--- config.mk ---
export PLATFORM = sky130hd
export DESIGN_NAME = shift_issue_queue
export DESIGN_NICKNAME = d
export VERILOG_FILES = /design/src/rtl/shift_issue_queue.sv
export SDC_FILE = /design/constraint.sdc
export NUM_CORES = 1
export LEC_CHECK = 0
export ABC_AREA = 1
export CORE_MARGIN = 2
export CORE_UTILIZATION = 69
export DETAILED_ROUTE_END_ITERATION = 6
export DONT_BUFFER_PORTS = 1
export PLACE_DENSITY_LB_ADDON = 0.08
export REMOVE_ABC_BUFFERS = 1
export SETUP_SLACK_MARGIN = 0.3
export SLEW_MARGIN = 0
export SYNTH_ARGS = -nofsm -noshare
export SYNTH_HDL_FRONTEND = slang
export SYNTH_SLANG_ARGS = --single-unit
--- constraint.sdc ---
create_clock -name clk -period 5.83 [get_ports clk]
set_input_delay 1.166 -clock clk [delete_from_list [all_inputs] [get_ports clk]]
set_output_delay 1.166 -clock clk [all_outputs]
set_load 0.02 [all_outputs]
--- src/rtl/shift_issue_queue.sv ---
// Shift/rotate issue queue: operand FIFO, barrel shifter, registered result stage.
// Optional SHIFT_ZERO_FLAG_EN adds a registered out_zero flag beside out_data.
module barrelShifter #(
  parameter int N = 16,
  parameter int C = 4,
  parameter int O = 2
) (
  input  logic [N-1:0] data,
  input  logic [C-1:0] cnt,
  input  logic [O-1:0] op,
  input  logic         btr,
  output logic [N-1:0] res
);
  logic [2*N-1:0] dbl_l;
  logic [2*N-1:0] dbl_r;
  logic [N-1:0]   rev;

  always_comb begin
    dbl_l = {data, data} << cnt;
    dbl_r = {data, data} >> cnt;
    rev   = '0;
    for (int i = 0; i < N; i++) begin
      rev[i] = data[N-1-i];
    end
  end

  always_comb begin
    res = data;
    if (btr) begin
      res = rev;
    end else begin
      unique case (op)
        2'b00: res = dbl_l[2*N-1:N];
        2'b01: res = data << cnt;
        2'b10: res = dbl_r[N-1:0];
        2'b11: res = data >> cnt;
        default: res = data;
      endcase
    end
  end
endmodule

module shift_issue_queue #(
  parameter int N     = 16,
  parameter int C     = 4,
  parameter int O     = 2,
  parameter int DEPTH = 2
) (
  input  logic         clk,
  input  logic         rst,
  input  logic         flush,
  input  logic         in_valid,
  output logic         in_ready,
  input  logic [N-1:0] in_data,
  input  logic [C-1:0] in_cnt,
  input  logic [O-1:0] in_op,
  input  logic         in_btr,
  output logic         out_valid,
  input  logic         out_ready,
  output logic [N-1:0] out_data,
`ifdef SHIFT_ZERO_FLAG_EN
  output logic         out_zero,
`endif
  output logic         busy
);
  localparam int AW = $clog2(DEPTH);
  localparam int CW = AW + 1;

  typedef struct packed {
    logic [N-1:0] data;
    logic [C-1:0] cnt;
    logic [O-1:0] op;
    logic         btr;
  } entry_t;

  entry_t        mem [DEPTH];
  logic [AW-1:0] wptr;
  logic [AW-1:0] rptr;
  logic [CW-1:0] count;
  entry_t        head;
  logic [N-1:0]  res;
  logic          push;
  logic          pop;

  assign in_ready = (count < CW'(DEPTH));
  assign busy     = (count != '0) | out_valid;
  assign push     = in_valid & in_ready;
  assign pop      = (count != '0) & (~out_valid | out_ready);
  assign head     = mem[rptr];

  barrelShifter #(.N(N), .C(C), .O(O)) u_shift (
    .data (head.data),
    .cnt  (head.cnt),
    .op   (head.op),
    .btr  (head.btr),
    .res  (res)
  );

  // Storage needs no reset; pointers and count decide what is live.
  always_ff @(posedge clk) begin
    if (push && !flush) begin
      mem[wptr] <= '{data: in_data, cnt: in_cnt, op: in_op, btr: in_btr};
    end
  end

  always_ff @(posedge clk or negedge rst) begin
    if (!rst) begin
      wptr      <= '0;
      rptr      <= '0;
      count     <= '0;
      out_valid <= 1'b0;
      out_data  <= '0;
`ifdef SHIFT_ZERO_FLAG_EN
      out_zero  <= 1'b0;
`endif
    end else if (flush) begin
      wptr      <= '0;
      rptr      <= '0;
      count     <= '0;
      out_valid <= 1'b0;
`ifdef SHIFT_ZERO_FLAG_EN
      out_zero  <= 1'b0;
`endif
    end else begin
      if (push) begin
        wptr <= wptr + 1'b1;
      end
      if (pop) begin
        rptr      <= rptr + 1'b1;
        out_valid <= 1'b1;
        out_data  <= res;
`ifdef SHIFT_ZERO_FLAG_EN
        out_zero  <= (res == '0);
`endif
      end else if (out_ready) begin
        out_valid <= 1'b0;
      end
      unique case ({push, pop})
        2'b10:   count <= count + 1'b1;
        2'b01:   count <= count - 1'b1;
        default: count <= count;
      endcase
    end
  end
endmodule

# After elaboration in Yosys (flattened, before gate mapping)
# Memory sizes are Yosys's and may differ from the RTL's.
# Cells that the tools add are included.
# totals
ff_bits,21
ramBits,46
input_bits,28
output_inout_bits,19
word_cells,48
memories,1
# classes
n_addsub,4
n_lt_le_gt_ge,1
n_eq_ne,5
shifts,4
n_mux,13
bitwise,6
n_reduce_logical,9
# mem_list
memory,words,width,read_ports,rd_clocked_by_memory_dff,wr,line_no,source
mem,2,23,1,0,1,76,entry_t mem [DEPTH];
# op_table
op,n
$pmux 16 s4,1
$shl 32x4->32,1
$shr 32x4->16,1
$mux 16,1
$shl 16x4->16,1
$shr 16x4->16,1
$mux 1,9
$eq 2x2->1 const B,3
$reduce_bool 2->1,3
$reduce_bool 3->1,2
$eq 2x1->1 const B,2
$pmux 2 s2,1
$add 1x1->1 const B,2
$add 2x1->2 const B,1
$and 1x1->1,2
$logic_not 2->1,1
$lt 2x2->1 const B,1
$mux 2,1
$not 1->1,2
$or 1x1->1,2
$reduce_and 2->1,1
$sub 2x1->2 const B,1
$logic_and 1x1->1,1
$logic_not 1->1,1

# Logic depth before layout (Yosys ltp)
# Gate-level depths: netlist of the first run.
# depth
word_depth,6
depth_mapped,17
depth_no_buf,15

# By module
# From an unflattened synthesis of the first run, not the netlist that was laid out.
# unflattened
hier_cells,667
area_unflattened_um2,4658.2
# by_module_without_submodules
module,instances,cells_each,area_each_um2,seq_area_each_um2
shift_issue_queue,1,229,2625.0,1906.8
barrelShifter,1,438,2033.2,0.0

# Worst setup path before layout of the first run
# OpenSTA, ideal clock, no wires.
# synth_path
path_type,in2reg
from,input port in_valid
to,memory mem[0][0] in the netlist's numbering (enable)
setup_time_ns,0.434
t_arrival_ns,2.882
t_required_ns,5.396
slack_ns,2.514
stages,2
path_buffers,0
cell_sequence,nand2_1 nor3_1
# synth_via
elab_chain_cells,4
# synth_rtl
item,line_no,source
from (decl),52,"input logic in_valid,"
$and 1x1->1,87,assign push = in_valid & in_ready;
$logic_and 1x1->1,101,if (push && !flush) begin
$mux 1,101,
$mux 1 (implied by the code),102,"mem[wptr] <= '{data: in_data, cnt: in_cnt, op: in_op, btr: in_btr};"
to (decl),76,
# Every way passes these cells.

# Worst setup path after layout of the first run
# layout_path
from,input port out_ready
to,register count[0]
# layout_via
elab_chain_cells,5
elab_cells_between_ends,7
cone_classes,eq/ne (2); mux (2); bitwise (2); reduce/logical (1)
# layout_rtl
item,line_no,source
from (decl),59,"input logic out_ready,"
$or 1x1->1 (*),88,assign pop = (count != '0) & (~out_valid | out_ready);
$and 1x1->1 (*),88,
$eq 2x1->1 / $eq 2x2->1 (equally long branches),138,"unique case ({push, pop})"
$pmux 2 s2,138,
$mux 2,116,end else if (flush) begin
to (signal assigned),139,2'b10: count <= count + 1'b1;
to (signal assigned),140,2'b01: count <= count - 1'b1;
to (signal assigned),141,default: count <= count;
to (decl),79,logic [CW-1:0] count;
# Mark *: on every way between the ends. The rest lies on a longest branch, timed or not.
# A chain may end at the register's enable or synchronous reset.

==> impl_metrics.yaml, run 1 <==
grt:
  antenna_found_initial: 0
  grt_usage: 0.355
  grt_max_degree: 36
  overflow: 0
  grt_pass1_wl_mm: 20.0
  grt_pass1_vias: 4220
critical_path:
  slowest_stage: "clkinv_1"
  critPathMaxFanout: 26
  worstPathArrival_ps: 3010
  crit_family: "buffers and inverters"
  max_stage_delay_ps: 630
  path_class: "input pin to flip-flop"
  path_buf_inv: 3
  crit_path_frequent_cell: "nor2_1"
  r2r_setup_slack_ps: 3120
  path_cells: "nor2_1 > nor2_1 > inv_1 > nor2_2 > clkinv_1 > a21oi_1 > nor2_1 > inv_1 > o21ai_0"
  critPathLaunchType: "input pin"
  worstPathRequired_ps: 6050
  crit_path_end_kind: "flip-flop"
logic_synthesis:
  async_reset_ff_frac: 0.313
  synthCells: 639
  synth_warnings: 0
  synth_top_area_frac: 0.302
  synthFlopType: "edfxtp_1"
  synth.most_common_cell: "nand2_1"
  synthTopCellsByCount: "274 x nand2_1, 124 x nand3_1, 46 x edfxtp_1"
  synth_area_um2: 4580
  synth_cell_types: 32
  synth_area_leaders: "edfxtp_1 30%, nand2_1 22%, nand3_1 14%"
  synth_edf_count: 46
  synth_seq_cells: 67
  ys_seq_area_frac: 0.417
  yosysTopAreaCell: "edfxtp_1"
  syn_area_per_cell_um2: 7.16
layout:
  final_layout_size_suffix_gt1_frac: 0.0873
  nets: 653
  regArea_um2: 1910
  final_core_util: 0.748
  multi_input_area_um2: 2330
  antenna_cells: 0
  fillers: 494
  syn_to_final_growth_pct: 4.40
clock_network:
  post_cts_buffers: 0
  cts_max_path_buffers: 2
  cts_resized: 0
  ctsHoldBuffers: 0
  cts_root_buf: "clkbuf_8"
  cts_made_buffers: 9
  htreeDepth: 3
  cts.sinks: 67
  cts_tree: "yes"
  clock_latency_ps: 340
  clkTransAtPathRegs_ps: 70
die:
  pin_count: 47
  dieHeight_um: 85.4
  die_x_um: 85.4
  fp.coreArea_um2: 6390
  initial_core_util: 0.716
  die_area_um2: 7300
  core.rowCount: 29
pwr:
  ir_worst_vdd_uv: 500
  p_leak_nw: 2.25
  powerDensity_nw_per_um2: 619
  p_total_mw: 2.96
detailed_routing:
  num_vias: 4551
  drt_wl_total_mm: 12.4
  drt-vias-per-instance: 6.44
  drc: 0
  dr.pass1.iters: 5
  wl_per_cell_um: 17.6
  drt_iter0_markers: 541
  antenna_left: 0
sta:
  final-setup-viol-count: 0
  slew_headroom: 0.334
  clock_skew_ps: 6.70
  hold_viol_final: 0
  rsz0062_at_grt: "false"
  drv_slew: 0
  fin_crit_ps: 2790
  tightest_slew_ps: 996
  max_freq_ghz: 0.358
  period_share: 0.479
  setup_tns_ps: 0
placement:
  hpwl_mm: 8.71
  place.gp.congestion: 1.02
  port-buffer-count: 0
status:
  outcome: "finished, final reports clean"
flow_run:
  maxCapViolCount: 0
worst_hold_path:
  hold_path_class: "input pin to async pin"
-- registers in the layout, indices dropped and copies added, names as in the netlist --
register	flops
mem	46
out_valid	1
wptr	1
count	2
out_data	16
rptr	1
-- cell usage in the layout (no fill, tap or decap), types with 2 or more instances in the layout --
cell type    n
nand2_1    274
o21ai_2      4
nor2_2       3
nor2_1      15
nand2_2      8
o21ai_1      9
nor3_2       3
a21boi_1     6
o211ai_1     5
o21ai_0      6
clkinv_1     2
edfxtp_1    46
or2_2        6
nand4_1      7
clkbuf_8     9
inv_2        5
o21ai_4      3
bufinv_16    4
inv_1       27
dfrtp_1     21
a21oi_1     16
nand3_1    124
or2_1        3
nand3b_1     2
buf_4        6
a31oi_1      9
-- logic make-up after synthesis --
group	after synthesis	share of synthesized area
AOI/OAI and AO/OA	60	0.0861
DFF	67	0.417
and+or+nand+nor	447	0.421
buffers and inverters	65	0.0763
-- cell type report --
| cell class | count | share of cell area |
|---|---|---|
| Multi-Input combinational cell | 507 | 0.488 |
| Sequential cell | 67 | 0.399 |
| Clock inverter | 7 | 0.0293 |
| Inverter | 34 | 0.0283 |
| Clock buffer | 9 | 0.0259 |
| Tap cell | 77 | 0.0202 |
| Timing Repair Buffer | 6 | 0.00943 |
-- layer usage --
metal  global-route usage  part of all wire  up-vias
li1                     -                 -     2108
met1                0.459              0.38     2072
met2                0.545              0.45      297
met3                0.106              0.12       74
met4                0.179             0.049        0
met5                    0                 0        -
-- worst paths after layout --
path,startpoint,end,depth (start not counted)
max in group asynchronous,rst,out_data[6],0
min reg2reg,count[0],count[0],1
min in group clk,count[0],count[0],1
min,rst,out_data[11],0
max,out_ready,count[0],9
max reg2reg,rptr,out_data[9],9
-- report_power, final --
part           leakage (nW)  total, mW  internal [mW]  switching, mW
clock                 0.127      0.500          0.326          0.173
sequential            0.676      0.751          0.608          0.143
combinational          1.44       1.71          0.503           1.21
-- through the flow --
step | hold slack (ps) | worst slack (ps) | instances | instance area, um^2
global route | 494 | 2730 | 707 | 4780
CTS | 499 | 3100 | 707 | 4780
detailed placement | 526 | 2760 | 691 | 4510
finish | 514 | 3040 | 707 | 4780
floorplan | 480 | 2510 | 608 | 4360
global placement | 496 | 2970 | 691 | 4510
Note: power is estimated with default switching activity, not from simulation.
==> run 2: changes to the inputs <==
--- a/config.mk
+++ b/config.mk
@@ -7,7 +7,7 @@
 export LEC_CHECK = 0
 export ABC_AREA = 1
 export CORE_MARGIN = 2
-export CORE_UTILIZATION = 69
+export CORE_UTILIZATION = 58
 export DETAILED_ROUTE_END_ITERATION = 6
 export DONT_BUFFER_PORTS = 1
 export PLACE_DENSITY_LB_ADDON = 0.08
==> constraint.sdc (replaced) <==
create_clock -name clk -period 2.4 [get_ports clk]
set_input_delay 0.48 -clock clk [delete_from_list [all_inputs] [get_ports clk]]
set_output_delay 0.48 -clock clk [all_outputs]
set_load 0.02 [all_outputs]
==> impl_metrics.yaml, run 2 (same netlist as run 1, synthesis figures left out) <==
critical_path:
  worstPathRequired_ps: 2640
  worstPathArrival_ps: 2350
  crit_path_end_kind: "flip-flop"
  r2r_setup_slack_ps: 290
  critPathMaxFanout: 8
  path_class: "flip-flop to flip-flop"
  critPathLaunchType: "flip-flop"
grt:
  antenna_found_initial: 0
  grt_max_degree: 39
  grt_pass1_wl_mm: 21.3
  overflow: 0
  grt_pass1_vias: 4122
  grt_usage: 0.324
layout:
  layout_common_cells: "228 x nand2_1, 118 x nand3_1, 48 x nand2_2"
  syn_to_final_growth_pct: 19.7
  antenna_cells: 0
  final_layout_size_suffix_gt1_frac: 0.228
  fillers: 602
  nets: 694
  instances_no_fill: 773
  regArea_um2: 1910
  final_common_cell: "nand2_1"
  largest_register: "mem"
  reg_top3: "mem: 46 flops, out_data: 16 flops, count: 2 flops"
  multi_input_area_um2: 2620
  largest_reg_flops: 46
die:
  die_area_um2: 8620
  pin_count: 47
  fp.coreArea_um2: 7690
  die_x_um: 92.8
  initial_core_util: 0.595
  core.rowCount: 32
  dieHeight_um: 92.8
detailed_routing:
  wl_per_cell_um: 19.0
  drt-vias-per-instance: 6.13
  wl_met3_mm: 1.71
  antenna_left: 0
  highest_layer: "met4"
  drt_wl_total_mm: 14.7
  num_vias: 4736
  drc: 0
  met1_length_mm: 5.74
  drt_iter0_markers: 598
  wl_met2_mm: 6.90
  dr.pass1.iters: 6
sta:
  worst_slack_ps: 291
  hold_viol_final: 0
  period_share: 0.879
  final-setup-viol-count: 0
  tightest_slew_ps: 1090
  clock_skew_ps: 12.3
  drv_slew: 0
  slew_headroom: 0.271
  hold_ws_ps: 184
  rsz0062_at_grt: "true"
  fin_crit_ps: 2110
  max_freq_ghz: 0.474
pwr:
  ir_worst_vdd_uv: 856
  p_sw_mw: 4.26
  p_total_mw: 8.11
  powerDensity_nw_per_um2: 1480
  p_leak_nw: 2.51
  p_clk_frac: 0.116
  intPower_mw: 3.85
  p_sw_frac: 0.526
  seq_power_share: 0.227
  combPwrFrac: 0.657
placement:
  place_inst: 727
  pre_cts_ws_ps: 138
  place.gp.congestion: 1.00
  port-buffer-count: 0
  hpwl_mm: 9.94
clock_network:
  cts_root_buf: "clkbuf_8"
  cts_tree: "yes"
  cts_made_buffers: 9
  clkTransAtPathRegs_ps: 80
  cts_max_path_buffers: 2
  htreeDepth: 3
  clock_latency_ps: 340
  cts.sinks: 67
flow_run:
  maxCapViolCount: 0
worst_hold_path:
  hold_path_class: "input pin to flip-flop"
status:
  outcome: "finished, final reports clean"
==> run 2: metal layers <==
| layer | global-route usage | vias to the layer above |
|---|---|---|
| met5 | 0 | - |
| met4 | 0.0931 | 0 |
| met3 | 0.0952 | 39 |
| met2 | 0.511 | 324 |
| met1 | 0.436 | 2180 |
| li1 | - | 2193 |
==> run 2: layout make-up <==
class	instances	area share
clock buffers	9	0.0226
clock inverters	7	0.0137
inverters	34	0.0261
multi-input cells	510	0.478
flip-flops and latches	67	0.348
well taps	102	0.0233
repair buffers	43	0.0864
repair inverters	1	0.00114
==> run 2: power groups by stage <==
stage          combinational [mW]  sequential [mW]  clock [mW]
6_report                     5.33             1.84       0.941
3_5_place_dp                 4.23             1.84           0
3_3_place_gp                 4.19             1.83           0
4_1_cts                      4.30             1.82       0.959
2_1_floorplan                2.98             1.82           0
5_1_grt                      5.77             1.86       0.997
==> run 2: critical path, cell delays in order, from the launching register on <==
cell and delay (ps):
dfrtp_2 500, inv_8 120, buf_12 140, nand2_1 50
nand2_1 200, nand2_2 140, nand3_1 160, nand3_1 100
nand2_1 90, nand2_1 90, nand3_1 80, nand3_1 130
a2bb2oi_1 220
==> run 2: stage by stage <==
| stage | util | TNS [ps] | cell area, um^2 |
|---|---|---|---|
| after floorplan | - | -21120 | 4360 |
| final | 0.712 | 0 | 5480 |
| after global routing | 0.712 | 0 | 5480 |
| after global placement | 0.605 | 0 | 4650 |
| after CTS | 0.637 | 0 | 4900 |
| after detailed placement | 0.605 | 0 | 4650 |
==> run 2: final timing paths <==
path                       startpoint           end  cells past startpoint
setup / recovery                 rptr   out_data[0]                     12
hold / removal                  flush     out_valid                      1
setup reg to reg                 rptr   out_data[0]                     12
hold reg to reg              count[1]      count[1]                      2
max in group asynchronous         rst          rptr                      1
min in group asynchronous         rst  out_data[15]                      1
==> run 2: repair_timing <==
item	in CTS	in global routing
setup buffers	0	22
endpoints found under the setup margin	16	16
pin swaps	0	15
resized for setup	9	82
hold buffers	1	0
hold endpoints to repair	21	0
cloned	0	7
